<file path="src/rtl/silife_spi_loader.sv">
// silife_spi_loader: SPI-slave (mode 0, MSB first) pattern loader and
// generation sequencer for the SiLife grid.
//
// A frame starts when chip select falls. Its first byte is a command:
// bits [7:5] hold the opcode and bits [4:0] hold an argument. The loader
// turns commands into grid row writes and generation steps.
//
// Ports:
//   clk, reset       system clock, asynchronous active-high reset
//   i_spi_cs_n       SPI chip select, active low (asynchronous to clk)
//   i_spi_sck        SPI clock, mode 0 (asynchronous to clk)
//   i_spi_mosi       SPI data, MSB first (asynchronous to clk)
//   o_row_select     grid row written while o_wr is high
//   o_set_cells      cells to set, zero when o_wr is low
//   o_clear_cells    cells to clear, zero when o_wr is low
//   o_wr             one-cycle grid write strobe
//   o_step           grid enable, one generation per high cycle
//   o_run            free-run level
//   o_busy           CLEAR or STEP sequence in progress
module silife_spi_loader #(
  parameter int GRID_WIDTH  = 8,
  parameter int GRID_HEIGHT = 32,
  parameter int ROW_BITS    = 5
) (
  input  logic                  clk,
  input  logic                  reset,
  input  logic                  i_spi_cs_n,
  input  logic                  i_spi_sck,
  input  logic                  i_spi_mosi,
  output logic [ROW_BITS-1:0]   o_row_select,
  output logic [GRID_WIDTH-1:0] o_set_cells,
  output logic [GRID_WIDTH-1:0] o_clear_cells,
  output logic                  o_wr,
  output logic                  o_step,
  output logic                  o_run,
  output logic                  o_busy
);

  localparam logic [2:0] OP_LOAD  = 3'b001;
  localparam logic [2:0] OP_OR    = 3'b010;
  localparam logic [2:0] OP_CLEAR = 3'b011;
  localparam logic [2:0] OP_STEP  = 3'b100;
  localparam logic [2:0] OP_RUN   = 3'b101;
  localparam logic [ROW_BITS-1:0] LAST_ROW = ROW_BITS'(GRID_HEIGHT - 1);

  typedef enum logic [2:0] {
    S_IDLE, S_CMD, S_DATA, S_CLEAR, S_STEP, S_DISCARD
  } state_t;

  state_t              state;
  logic [1:0]          cs_sync;
  logic                cs_d;
  logic [2:0]          sck_sync;
  logic [1:0]          mosi_sync;
  logic [2:0]          bit_cnt;
  logic [6:0]          shreg;
  logic [ROW_BITS-1:0] ptr;
  logic                or_mode;
  logic [4:0]          cnt;

  logic       cs_n, cs_fall, sample, byte_done;
  logic [7:0] rx_byte;

  // The chip-select chain resets to 0 so that a select already low when
  // reset releases never looks like a falling edge: only a real high-to-low
  // transition after reset starts a frame.
  always_ff @(posedge clk or posedge reset) begin
    if (reset) begin
      cs_sync   <= '0;
      cs_d      <= 1'b0;
      sck_sync  <= '0;
      mosi_sync <= '0;
    end else begin
      cs_sync   <= {cs_sync[0], i_spi_cs_n};
      cs_d      <= cs_sync[1];
      sck_sync  <= {sck_sync[1:0], i_spi_sck};
      mosi_sync <= {mosi_sync[0], i_spi_mosi};
    end
  end

  assign cs_n      = cs_sync[1];
  assign cs_fall   = cs_d & ~cs_n;
  assign sample    = sck_sync[1] & ~sck_sync[2] & ~cs_n;
  assign rx_byte   = {shreg, mosi_sync[1]};
  assign byte_done = sample && (bit_cnt == 3'd7);

  // A partial byte is dropped simply because deselect clears the count.
  always_ff @(posedge clk or posedge reset) begin
    if (reset) begin
      bit_cnt <= '0;
      shreg   <= '0;
    end else if (cs_n) begin
      bit_cnt <= '0;
    end else if (sample) begin
      bit_cnt <= bit_cnt + 3'd1;
      shreg   <= rx_byte[6:0];
    end
  end

  always_ff @(posedge clk or posedge reset) begin
    if (reset) begin
      state         <= S_IDLE;
      o_row_select  <= '0;
      o_set_cells   <= '0;
      o_clear_cells <= '0;
      o_wr          <= 1'b0;
      o_step        <= 1'b0;
      o_run         <= 1'b0;
      ptr           <= '0;
      or_mode       <= 1'b0;
      cnt           <= '0;
    end else begin
      // Strobes and masks are single-cycle unless a state re-asserts them.
      o_wr          <= 1'b0;
      o_step        <= 1'b0;
      o_set_cells   <= '0;
      o_clear_cells <= '0;
      case (state)
        S_IDLE: if (cs_fall) state <= S_CMD;
        S_CMD: begin
          if (cs_n) state <= S_IDLE;
          else if (byte_done) begin
            case (rx_byte[7:5])
              OP_LOAD, OP_OR: begin
                state   <= S_DATA;
                ptr     <= ROW_BITS'(rx_byte[4:0]);
                or_mode <= (rx_byte[7:5] == OP_OR);
              end
              OP_CLEAR: begin
                state         <= S_CLEAR;
                o_wr          <= 1'b1;
                o_row_select  <= '0;
                o_clear_cells <= '1;
              end
              OP_STEP: begin
                state  <= S_STEP;
                o_step <= 1'b1;
                cnt    <= rx_byte[4:0];
              end
              OP_RUN: begin
                o_run <= rx_byte[0];
                state <= S_DISCARD;
              end
              default: state <= S_DISCARD;
            endcase
          end
        end
        S_DATA: begin
          if (cs_n) state <= S_IDLE;
          else if (byte_done) begin
            o_wr          <= 1'b1;
            o_row_select  <= ptr;
            o_set_cells   <= GRID_WIDTH'(rx_byte);
            o_clear_cells <= or_mode ? '0 : ~(GRID_WIDTH'(rx_byte));
            ptr           <= (ptr == LAST_ROW) ? '0 : ptr + 1'b1;
          end
        end
        // o_row_select doubles as the sweep counter; the write to the last
        // row is already on the outputs when the sweep ends.
        S_CLEAR: begin
          if (o_row_select == LAST_ROW) state <= cs_n ? S_IDLE : S_DISCARD;
          else begin
            o_wr          <= 1'b1;
            o_row_select  <= o_row_select + 1'b1;
            o_clear_cells <= '1;
          end
        end
        // cnt holds the number of step cycles still to come after this one.
        S_STEP: begin
          if (cnt == 5'd0) state <= cs_n ? S_IDLE : S_DISCARD;
          else begin
            cnt    <= cnt - 5'd1;
            o_step <= 1'b1;
          end
        end
        S_DISCARD: if (cs_n) state <= S_IDLE;
        default: state <= S_IDLE;
      endcase
    end
  end

  assign o_busy = (state == S_CLEAR) || (state == S_STEP);

endmodule
</file>
<file path="config.mk">
export PLATFORM = sky130hd
export DESIGN_NAME = silife_spi_loader
export DESIGN_NICKNAME = d
export VERILOG_FILES = /design/src/rtl/silife_spi_loader.sv
export SDC_FILE = /design/constraint.sdc
export NUM_CORES = 1
export LEC_CHECK = 0
export ABC_CLOCK_PERIOD_IN_PS = 2500
export CAP_MARGIN = 20
export CORE_MARGIN = 2
export CORE_UTILIZATION = 56
export DETAILED_ROUTE_END_ITERATION = 16
export GPL_ROUTABILITY_DRIVEN = 0
export HOLD_SLACK_MARGIN = 0.08
export PLACE_DENSITY_LB_ADDON = 0.25
export REMOVE_ABC_BUFFERS = 1
export SETUP_SLACK_MARGIN = 0.5
export SYNTH_ARGS = -nofsm -noshare
export SYNTH_HDL_FRONTEND = slang
export SYNTH_SLANG_ARGS = --single-unit
</file>
<file path="constraint.sdc">
create_clock -name clk -period 2.5 [get_ports clk]
set_clock_uncertainty 0.05 [all_clocks]
set_input_delay 0.5 -clock clk [delete_from_list [all_inputs] [get_ports clk]]
set_output_delay 0.5 -clock clk [all_outputs]
set_load 0.05 [all_outputs]
</file>
==> flow_summary.ini <==
[status]
outcome = completed

[timing]
worstMarginPinSlew_ps = 747
setup_slack_ps = 440
slew_headroom_pct = 50.1
timing.fmax_mhz = 485
fin_setup_tns_ps = 0
fin_crit_sh_pct = 82.4
finalCriticalPeriod_ps = 2060
final_max_slew_viol_count = 0
rsz0062_at_grt = yes
setup_viol = 0
finalHoldViolCount = 0

[power_and_ir_drop]
leakagePower_nw = 1.90
power_frac_clock_pct = 20.3
total_power_mw = 2.82
intPower_mw = 1.78
power.switching_mw = 1.04
pwr-share-seq_pct = 40.3
power_density_nw_per_um2 = 792
power.share.switching_pct = 36.9
comb_power_share_pct = 39.4
vdd_drop_max_mv = 0.505

[final_layout]
finalNonFillerCells = 364
antennaDiodeCount = 0
area_growth_pct = 28.4
final_util_pct = 74.8
layout-drive-gt1-share_pct = 27.3
nNetsFinal = 309

[clock_tree]
cts_max_level = 2
clock_latency_ps = 310
clock-sinks = 56
clk_transition_reported_paths_ps = 90
cts_tree = done
clockBufferDepth = 2
root_buffer = clkbuf_8
cts_buffers = 5

[place]
placed_cells = 343
io_buffers = 29
pre_cts_slack_ps = 178
hpwl_mm = 3.67

[drt]
routedWlPerCell_um = 15.9
viasPerCell = 5.74
post-route-drc-count = 0
drt_iter0_markers = 139
wirelength_mm = 5.79
ant_nets = 0
firstDrtPassIters = 4
vias = 2088

[global_routing]
first_global_vias = 1933
grt_max_degree = 57
antenna_found_initial = 0
grt_usage_pct = 22.8
grt_pass1_wl_mm = 9.33
grt_overflow = 0

[synthesis]
syn_area_sq_um = 2770
synth_top_flop_cell = dfrtp_1
ys_types = 50
syn_avg_cell_area_sq_um = 11.0
async_flop_share_pct = 100
ys_top_cells_by_area = dfrtp_1 51%, mux2_2 6.5%, ha_1 3.6%
ys_ff_latch = 56
synth_top_cell_by_area = dfrtp_1
synth_cells = 251
synth-edff-count = 0
yosysWarnings = 0
netlist.area_leader.share_pct = 50.6
synth_top_cells_by_count = 56 x dfrtp_1, 26 x nor2_1, 16 x mux2_2
synth_most_common_cell = dfrtp_1
ys_seq_area_share_pct = 50.6

[critical_path]
cp_data_arrival_time_ps = 2210
cp-start-kind = register
reg2regPathDepth = 6
worst_r2r_endpoint = cnt[1]
end_kind = register
timing.rr.start = bit_cnt[0]
reg2reg_setup_slack_ps = 440
cp.required_ps = 2650
crit_path_start = bit_cnt[0]
cp-endpoint = cnt[1]
path_class = reg2reg
crit_fanout = 5

[floorplan]
die_h_um = 74.3
die-area_sq_um = 5520
rows = 25
die_w_um = 74.3
io_pins = 30
initial_core_util_pct = 58.2
coreArea_sq_um = 4750

[flow_run]
cap_violations = 0

[min_path]
hp-class = reg2reg
hold_depth = 0
-- layer usage --
metal	share of wire (%)	track usage, %	vias to the layer above
li1	-	-	986
met1	45	33.5	1033
met2	47	34.2	64
met3	6.5	4.07	5
met4	1.1	8.33	0
met5	0	0	-
-- placed cells by master (no fill, tap or decap), types with 5 or more instances in the layout --
cell,instances
dlymetal6s2s_1,16
nor3_1,7
o21ai_0,9
dfrtp_1,53
and2_1,8
dlygate4sd2_1,8
ha_1,5
buf_4,22
inv_1,6
clkbuf_8,5
nor2_1,26
o21a_1,8
nand2_1,6
mux2_2,16
a21oi_1,7
-- logic make-up after synthesis --
family | Yosys count | synth area share (%)
compound gates | 53 | 13.6
xor+xnor | 2 | 0.633
fa+ha+maj | 8 | 3.62
buf+inv | 23 | 4.34
flops | 56 | 50.6
mux | 21 | 8.36
simple gates | 88 | 18.8
-- state kept, by name (all words and copies together), names as in the netlist, 5 cells and up --
signal / flops
o_set_cells: 8
ptr: 5
cnt: 5
o_clear_cells: 8
o_row_select: 5
shreg: 7
-- layout make-up --
| type | count | area (sq um) |
|---|---|---|
| flip-flops and latches | 56 | 1410 |
| multi-input cells | 172 | 1390 |
| fillers | 319 | 1200 |
| repair buffers | 54 | 542 |
| well taps | 67 | 83.8 |
| clock buffers | 5 | 68.8 |
| clock inverters | 3 | 42.5 |
| inverters | 7 | 26.3 |
-- power by group through the flow --
stage	Sequential [mW]	Combinational (mW)	Clock [mW]
2_1_floorplan	1.32	0.441	0
3_3_place_gp	1.17	0.918	0
3_5_place_dp	1.18	0.932	0
4_1_cts	1.13	1.05	0.590
5_1_grt	1.15	1.19	0.620
6_report	1.13	1.11	0.573
-- worst min-delay path by stage --
stage,startpoint,end
floorplan,cs_sync[0],cs_sync[1]
global placement,cs_sync[0],cs_sync[1]
detailed placement,mosi_sync[0],mosi_sync[1]
CTS,sck_sync[0],sck_sync[1]
global route,mosi_sync[0],mosi_sync[1]
finish,sck_sync[0],sck_sync[1]
-- stage by stage --
stage          cell area (sq um)  hold slack, ps
3_3_place_gp                3160             290
4_1_cts                     3430             314
5_1_grt                     3550             324
3_5_place_dp                3160             286
2_1_floorplan               2680             281
6_report                    3550             310
-- worst max-delay path, cell delays in order (launching register included) --
cell and delay (ps):
dfrtp_1 370, ha_2 200, ha_4 150, nand4bb_4 110
or4b_4 580, a21oi_4 190, mux2_4 310
-- timing repair --
item                                    4_1_cts  5_1_grt
pin swaps                                     8       16
buffers inserted                             10        3
resized for setup                            29       29
endpoints found under the setup margin       29       41
hold buffers                                  0        0
hold endpoints to repair                      0        0
No activity file was read; power rests on OpenSTA's default activity.
